==> src/rtl/effect_noise_gate.sv <==
// Hysteretic noise gate: peak envelope follower, hold timer and linear gain ramps, sample-synchronous on i_valid.
// Optional status outputs (o_gate_open, o_gain) are built when NOISE_GATE_STATUS_EN is defined.
module effect_noise_gate #(
    parameter int unsigned DECAY_SHIFT  = 6,
    parameter int unsigned HOLD_SAMPLES = 2400,
    parameter int unsigned ATTACK_STEP  = 32,
    parameter int unsigned RELEASE_STEP = 1
) (
    input  logic               i_clk,
    input  logic               i_rst_n,
    input  logic               i_valid,
    input  logic               i_enable,
    input  logic [2:0]         i_level,
    input  logic signed [15:0] i_data,
    output logic signed [15:0] o_data,
    output logic               o_valid
`ifdef NOISE_GATE_STATUS_EN
    ,
    output logic               o_gate_open,
    output logic [8:0]         o_gain
`endif
);

    localparam int unsigned DW = 16;
    localparam int unsigned GW = 9;
    localparam int unsigned SW = GW + 1;
    localparam int unsigned PW = DW + GW + 1;
    localparam int unsigned HW = (HOLD_SAMPLES > 1) ? $clog2(HOLD_SAMPLES) : 1;

    localparam logic [GW-1:0] GAIN_UNITY = GW'(256);
    localparam logic [SW-1:0] UNITY_WIDE = SW'(256);
    localparam logic [HW-1:0] HOLD_LOAD  = HW'(HOLD_SAMPLES - 1);

    typedef enum logic [2:0] {
        CLOSED  = 3'd0,
        OPENING = 3'd1,
        OPEN    = 3'd2,
        HOLD    = 3'd3,
        CLOSING = 3'd4
    } state_t;

    state_t               state_q, state_next;
    logic [DW-1:0]        env_q, env_next;
    logic [GW-1:0]        gain_q, gain_next;
    logic [HW-1:0]        hold_q, hold_next;
    logic [DW-1:0]        abs_c;
    logic [DW-1:0]        env_cand_c;
    logic [DW-1:0]        open_th_c;
    logic [DW-1:0]        close_th_c;
    logic [SW-1:0]        gain_up_c;
    logic signed [PW-1:0] prod_c;
    logic signed [DW-1:0] data_next;

    // Magnitude, envelope candidate, thresholds and gated product
    always_comb begin
        abs_c      = '0;
        env_cand_c = '0;
        open_th_c  = DW'(16'd64 << i_level);
        close_th_c = open_th_c >> 1;
        gain_up_c  = {1'b0, gain_q} + SW'(ATTACK_STEP);
        prod_c     = PW'(i_data) * PW'($signed({1'b0, gain_q}));
        data_next  = i_enable ? DW'(prod_c >>> 8) : i_data;

        if (i_data == 16'sh8000)
            abs_c = 16'h7fff;
        else if (i_data[DW-1])
            abs_c = DW'(-i_data);
        else
            abs_c = DW'(i_data);

        env_cand_c = (abs_c >= env_q) ? abs_c : env_q - (env_q >> DECAY_SHIFT);
    end

    // Next-state and gain/hold updates, only on a valid sample
    always_comb begin
        state_next = state_q;
        env_next   = env_q;
        gain_next  = gain_q;
        hold_next  = hold_q;

        if (i_valid) begin
            env_next = env_cand_c;
            unique case (state_q)
                CLOSED: begin
                    // The attack ramp takes its first step on the sample that opens the gate.
                    if (env_cand_c >= open_th_c) begin
                        state_next = OPENING;
                        gain_next  = GW'(ATTACK_STEP);
                    end
                end
                OPENING: begin
                    if (env_cand_c < close_th_c) begin
                        state_next = CLOSING;
                    end else if (gain_up_c >= UNITY_WIDE) begin
                        state_next = OPEN;
                        gain_next  = GAIN_UNITY;
                    end else begin
                        gain_next = GW'(gain_up_c);
                    end
                end
                OPEN: begin
                    if (env_cand_c < close_th_c) begin
                        state_next = HOLD;
                        hold_next  = HOLD_LOAD;
                    end
                end
                HOLD: begin
                    if (env_cand_c >= open_th_c)
                        state_next = OPEN;
                    else if (hold_q == '0)
                        state_next = CLOSING;
                    else
                        hold_next = hold_q - HW'(1);
                end
                CLOSING: begin
                    if (env_cand_c >= open_th_c) begin
                        state_next = OPENING;
                    end else if (gain_q <= GW'(RELEASE_STEP)) begin
                        state_next = CLOSED;
                        gain_next  = '0;
                    end else begin
                        gain_next = gain_q - GW'(RELEASE_STEP);
                    end
                end
                default: state_next = CLOSED;
            endcase
        end
    end

    // State, envelope, gain and output registers
    always_ff @(posedge i_clk or negedge i_rst_n) begin
        if (!i_rst_n) begin
            state_q     <= CLOSED;
            env_q       <= '0;
            gain_q      <= '0;
            hold_q      <= '0;
            o_data      <= '0;
            o_valid     <= 1'b0;
`ifdef NOISE_GATE_STATUS_EN
            o_gate_open <= 1'b0;
            o_gain      <= '0;
`endif
        end else begin
            state_q <= state_next;
            env_q   <= env_next;
            gain_q  <= gain_next;
            hold_q  <= hold_next;
            o_valid <= i_valid;
            if (i_valid) begin
                o_data      <= data_next;
`ifdef NOISE_GATE_STATUS_EN
                o_gate_open <= (state_next == OPEN) || (state_next == HOLD);
                o_gain      <= gain_next;
`endif
            end
        end
    end

endmodule
==> config.mk <==
export PLATFORM = sky130hd
export DESIGN_NAME = effect_noise_gate
export DESIGN_NICKNAME = d
export VERILOG_FILES = /design/src/rtl/effect_noise_gate.sv
export SDC_FILE = /design/constraint.sdc
export NUM_CORES = 1
export LEC_CHECK = 0
export BUFFER_PORTS_ARGS = -buffer_cell sky130_fd_sc_hd__buf_4
export CAP_MARGIN = 20
export CORE_MARGIN = 4
export CORE_UTILIZATION = 30
export CTS_CLUSTER_SIZE = 20
export DETAILED_ROUTE_END_ITERATION = 8
export GPL_ROUTABILITY_DRIVEN = 0
export PLACE_DENSITY = 0.55
export SYNTH_ARGS = -nofsm -noshare
export SYNTH_HDL_FRONTEND = slang
export SYNTH_SLANG_ARGS = --single-unit
==> constraint.sdc <==
create_clock -name i_clk -period 17.8 [get_ports i_clk]
set_input_delay 2.67 -clock i_clk [delete_from_list [all_inputs] [get_ports i_clk]]
set_output_delay 2.67 -clock i_clk [all_outputs]
set_load 0.005 [all_outputs]
==> out/summary.txt, run 1 <==
Hold Vio Cnt, Final = 0
Routed WL = 26200 um
Distinct cell type count after synthesis = 90
Min-delay src = hold_q[3]
CP Data Arrival Time = 8.86 ns
Clock Root Buffer = clkbuf_16
Placement Rows = 65
Most frequent cell after synthesis = inv_1
First-pass GRT wire length = 43800 um
Largest net degree at the start of global routing = 76
Unrepaired setup endpoints after global routing = no
Die width = 189 um
Max Clk Rate = 0.116 GHz
Via count = 7901
CTS buffer count = 9
Average wire per cell in the routed design = 16.6 um
Setup Buffers After CTS = 0
Nets = 1374
Worst-Margin Slew = 0.847 ns
Critical path startpoint category = input pin
# clock sinks = 57
Synth Flop Type = dfrtp_1
Gate Count Post-Synth = 1141
Hpwl dp = 20400 um
Post-cts sizing count = 0
Post-synth EDFFs = 0
Initial core utilization = 0.307
Slew Limit Fails = 0
Start of the worst register-to-register path = gain_q[5]
Synthesized area per cell = 8.57 um2
Worst-skew pair later-pin latency = 0.34 ns
Worst-path fanout max = 12
Worst min-delay path class = reg2reg
GRT Overall Usage = 0.151
CP endpoint kind = flip-flop
Final worst-path cycle share = 0.485
CTS H-tree lvls = 3
Ant. Diodes = 0
Final setup TNS = 0 ns
Critical path class = in2reg
Layout cells sized above 1 = 0.0776
Core footprint = 31900 um2
Register area share after synthesis = 0.146
Port bufs = 39
Top cells by count, synth = inv_1, nand2_1, fa_1
Synthesized area = 9780 um2
Hold_buf cts = 0
Antenna Nets Post-Route = 0
Period minus WS final = 8.63 ns
Critical Path Source = i_data[1]
Vias in the first global route = 8218
Clock skew = 0.00703 ns
Drt pass-1 iters = 5
CTS tree = done
Status = completed
Syn_nets = 1373
Final setup fails = 0
# DRC = 0
Top post-synthesis cells by area = fa_1, dfrtp_1, ha_1, inv_1, and2_1
Die height = 189 um
Vias per inst = 4.99
Top-area cell type share of the netlist area = 0.235
Register bit total from synthesis = 57
Global-route congestion overflow total = 0
Starting DRT DRC Count = 431
Critical Path RT = 18.03 ns
Antenna violations before repair = 0
Max_cap viols = 0
Area growth from synthesis to layout = 9.56%
Maximum root-to-sink buffer count = 2
Synth warnings = 0
R2r setup slk = 10.96 ns
Relative slew margins = 0.428
Post-synth ARST share = 1.00
Top Ports = 40
Cell taking the most area after synthesis = fa_1
Clock-pin transition on the worst setup and hold timing paths = 0.06 ns
Die ar. = 35500 um2
## metrics by stage
step | instance area (um2) | hold WS [ns] | utilization | setup slack (ns) | cells
floorplan | 9780 | 0.449 | - | 9.81 | 1141
global placement | 10400 | 0.478 | 0.325 | 9.06 | 1565
detailed placement | 10400 | 0.485 | 0.325 | 8.91 | 1565
CTS | 10700 | 0.494 | 0.336 | 9.24 | 1581
global route | 10700 | 0.517 | 0.336 | 8.61 | 1582
finish | 10700 | 0.495 | 0.336 | 9.17 | 1582
## layer usage
metal  GRT usage  up-vias  wire length (um)
met4      0.0356        0               464
met1       0.206     3904             12200
li1            -     3802                 -
met5           0        -                 0
met3      0.0246       31              1050
met2       0.253      164             12500
## layout make-up
cell class	instances	area (um2)
multi-input combinational	865	7480
fill	3414	21200
inverter	169	634
clock buffer	9	225
timing repair buffer	40	300
tap	435	544
clock inverter	7	103
sequential	57	1430
## placed cells by master, fill, tap and decap left out, types with 5 or more instances in the layout
cell / n
nor2_1: 71
and2_1: 82
xnor2_1: 26
nand3b_1: 7
o211ai_1: 8
or3_1: 16
a211oi_1: 10
inv_1: 169
nand2b_1: 14
a21o_1: 13
mux2i_1: 13
clkbuf_16: 9
xor2_1: 16
a31oi_1: 10
buf_4: 40
o31ai_1: 6
o21a_1: 7
nand3_1: 17
nand4_1: 10
o21ai_0: 41
ha_1: 94
nand2_1: 119
mux2_2: 5
nor3_1: 13
nor2b_1: 6
a21oi_1: 56
fa_1: 115
dfrtp_1: 57
## path summary, 6_finish.rpt
check | to | cells after the start
setup / recovery | state_q[0] | 23
hold / removal | hold_q[3] | 1
setup reg to reg | o_data[15] | 18
hold reg to reg | hold_q[3] | 1
max in group asynchronous | o_data[7] | 1
min in group asynchronous | env_q[10] | 1
## registers in the layout, indices dropped and copies added, names as in the netlist
name,flops
o_data,16
gain_q,9
o_valid,1
hold_q,12
state_q,3
env_q,16
## worst max-delay path: stages
cell	delay, ns
buf_4	0.15
inv_1	0.15
ha_1	0.19
or3b_1	0.44
nor4_1	0.46
nand2_1	0.40
nand2_1	0.25
ha_1	0.30
a21oi_1	0.15
a31oi_1	0.11
a2111oi_2	0.44
o31ai_2	0.21
buf_4	0.23
o31ai_1	0.45
ha_1	0.31
o21a_1	0.18
o21ai_0	0.14
nand2b_1	0.09
o211ai_1	0.37
a31oi_4	0.19
o311ai_1	0.65
nor2_1	0.08
a22o_1	0.25
## kinds of logic after synthesis
kind of cell / synth area share
buf+inv: 0.0892
mux: 0.0206
xor+xnor: 0.0376
flops: 0.146
simple gates: 0.206
compound gates: 0.145
fa+ha+maj: 0.356
Power of run 1 is not shown: default switching activity piles up to over one toggle a cycle in this logic, so the estimate is an artifact.
==> run 2, diff against run 1 <==
--- a/config.mk
+++ b/config.mk
@@ -12,7 +12,7 @@
 export CTS_CLUSTER_SIZE = 20
 export DETAILED_ROUTE_END_ITERATION = 8
 export GPL_ROUTABILITY_DRIVEN = 0
-export PLACE_DENSITY = 0.55
+export PLACE_DENSITY = 0.56
 export SYNTH_ARGS = -nofsm -noshare
 export SYNTH_HDL_FRONTEND = slang
 export SYNTH_SLANG_ARGS = --single-unit
==> constraint.sdc (replaced) <==
create_clock -name i_clk -period 7.7 [get_ports i_clk]
set_input_delay 1.155 -clock i_clk [delete_from_list [all_inputs] [get_ports i_clk]]
set_output_delay 1.155 -clock i_clk [all_outputs]
set_load 0.005 [all_outputs]
==> out/summary.txt, run 2 (synthesized netlist as in run 1, its figures left out) <==
CTS H-tree lvls = 3 (unchanged)
Critical Path RT = 7.92 ns (-10.11 ns)
Ant. Diodes = 0 (unchanged)
Largest net degree at the start of global routing = 76 (unchanged)
Maximum root-to-sink buffer count = 2 (unchanged)
Clock-pin transition on the worst setup and hold timing paths = 0.06 ns (about the same)
Critical path class = in2reg
Layout Cells excl Fill = 1584 (+0.13%)
R2r setup slk = 1.12 ns (-9.84 ns)
Starting DRT DRC Count = 395 (-8.4%)
Average wire per cell in the routed design = 16.0 um (-3.1%)
Port bufs = 39 (unchanged)
Initial core utilization = 0.307 (unchanged)
Core footprint = 31900 um2 (unchanged)
Final worst-path cycle share = 0.905
GRT Overall Usage = 0.148 (-0.00363)
Clock skew = 0.00926 ns (+0.00223 ns)
Relative slew margins = 0.421 (-0.00671)
Vias in the first global route = 7998 (-2.7%)
Hold Vio Cnt, Final = 0 (unchanged)
Die height = 189 um (unchanged)
Global-route congestion overflow total = 0 (unchanged)
CP Buf/Inv Count = 2 (-1)
Setup Buffers After CTS = 0 (unchanged)
Max stage delay on crit path = 0.51 ns (-0.14 ns)
Hold WS = 0.482 ns (-0.0131 ns)
Vias per inst = 4.95 (-0.94%)
Crit path cell chain = buf_4 -> inv_1 -> ha_1 -> or3b_1 -> nor4_1 -> nand2_1 -> nand2_1 -> ha_1 -> a21oi_1 -> a31oi_1 -> a2111oi_2 -> o31ai_2 -> o31ai_1 -> ha_1 -> o21a_1 -> o21ai_0 -> nand2b_1 -> o211ai_1 -> a31oi_4 -> or2_1 -> o21a_1 -> or3_1
Nets = 1376 (+0.15%)
Levels on crit path = 22 (-4.3%)
Worst-skew pair later-pin latency = 0.34 ns (about the same)
Routed WL = 25400 um (-3.0%)
Final setup TNS = 0 ns (unchanged)
Top Ports = 40 (unchanged)
CP Data Arrival Time = 7.18 ns (-1.68 ns)
Antenna Nets Post-Route = 0 (unchanged)
Via count = 7837 (-0.81%)
Start of the worst register-to-register path = gain_q[5]
Drt pass-1 iters = 5 (unchanged)
Status = completed
CP endpoint kind = flip-flop
Max_cap viols = 0 (unchanged)
Most frequent CP cell = ha_1
Antenna violations before repair = 0 (unchanged)
Crit path capture = hold_q[11]
Most frequent cells in the layout = inv_1, nand2_1, fa_1
Most common cell after layout, fill and taps aside = inv_1
Die ar. = 35500 um2 (unchanged)
Critical path startpoint category = input pin
Dpl cells = 1568 (+0.19%)
Max Clk Rate = 0.144 GHz
Area growth from synthesis to layout = 9.48% (about the same)
Unrepaired setup endpoints after global routing = no
CTS buffer count = 9 (unchanged)
Critical Path Source = i_data[1]
Worst r2r dst = o_data[15]
# DRC = 0 (unchanged)
Placement Rows = 65 (unchanged)
Hpwl dp = 20100 um (-1.6%)
Period minus WS final = 6.97 ns
Worst-Margin Slew = 0.857 ns (+0.00993 ns)
# clock sinks = 57 (unchanged)
Worst min-delay path class = reg2reg
Critical Path Slowest Stage Cell = nor4_1
Slew Limit Fails = 0 (unchanged)
Post-cts sizing count = 0 (unchanged)
R2R depth = 19 (+1)
Worst-path fanout max = 12 (unchanged)
Hold_buf cts = 0 (unchanged)
WHS Path Cells = 1 (unchanged)
Final setup fails = 0 (unchanged)
Layout cells sized above 1 = 0.0792 (+0.00161)
Top Registers = env_q: 16 flops, o_data: 16 flops, hold_q: 12 flops
CTS tree = done
First-pass GRT wire length = 42800 um (-2.3%)
Worst path top cell family by delay = compound AO/OA/AOI/OAI gates
Clock Root Buffer = clkbuf_16
Die width = 189 um (unchanged)
[run 2: changes by cell type in the layout (fill, tap and decap cells not counted)]
cell and delta:
buf_4 +2, clkinv_4 -3, bufinv_16 -1, clkinvlp_4 +2, clkinv_2 +1, clkbuf_8 +1
[run 2: area by class of cell]
cell class,instances,area [um2]
fill,3391,21200
inverter,169,634
tap,435,544
timing repair buffer,42,315
multi-input combinational,865,7480
clock inverter,6,66.3
sequential,57,1430
clock buffer,10,239
[run 2: worst min-delay path by stage]
stage / slack (ns) / endpoint / startpoint
2_1_floorplan: 0.45 / hold_q[4] / hold_q[4]
3_3_place_gp: 0.48 / hold_q[0] / hold_q[0]
3_5_place_dp: 0.48 / hold_q[0] / hold_q[0]
4_1_cts: 0.49 / hold_q[0] / hold_q[0]
5_1_grt: 0.52 / hold_q[0] / hold_q[0]
6_report: 0.48 / hold_q[0] / hold_q[0]
[run 2: layer usage]
layer  wire (um)  share of wire  vias to the layer above  GRT usage
met5           0              0                        -          0
met4         291          0.011                        0     0.0252
met3         860          0.034                       21     0.0219
met2       12000           0.47                      138      0.243
met1       12300           0.48                     3872      0.210
li1            -              -                     3806          -
[run 2: stage by stage]
stage / setup WS [ns] / area [um2] / util
2_1_floorplan: 1.23 / 9780 / -
3_3_place_gp: 0.691 / 10400 / 0.326
3_5_place_dp: 0.512 / 10400 / 0.326
4_1_cts: 0.841 / 10700 / 0.336
5_1_grt: 0.153 / 10700 / 0.336
6_report: 0.732 / 10700 / 0.336
Power of run 2 is left out for the same reason.
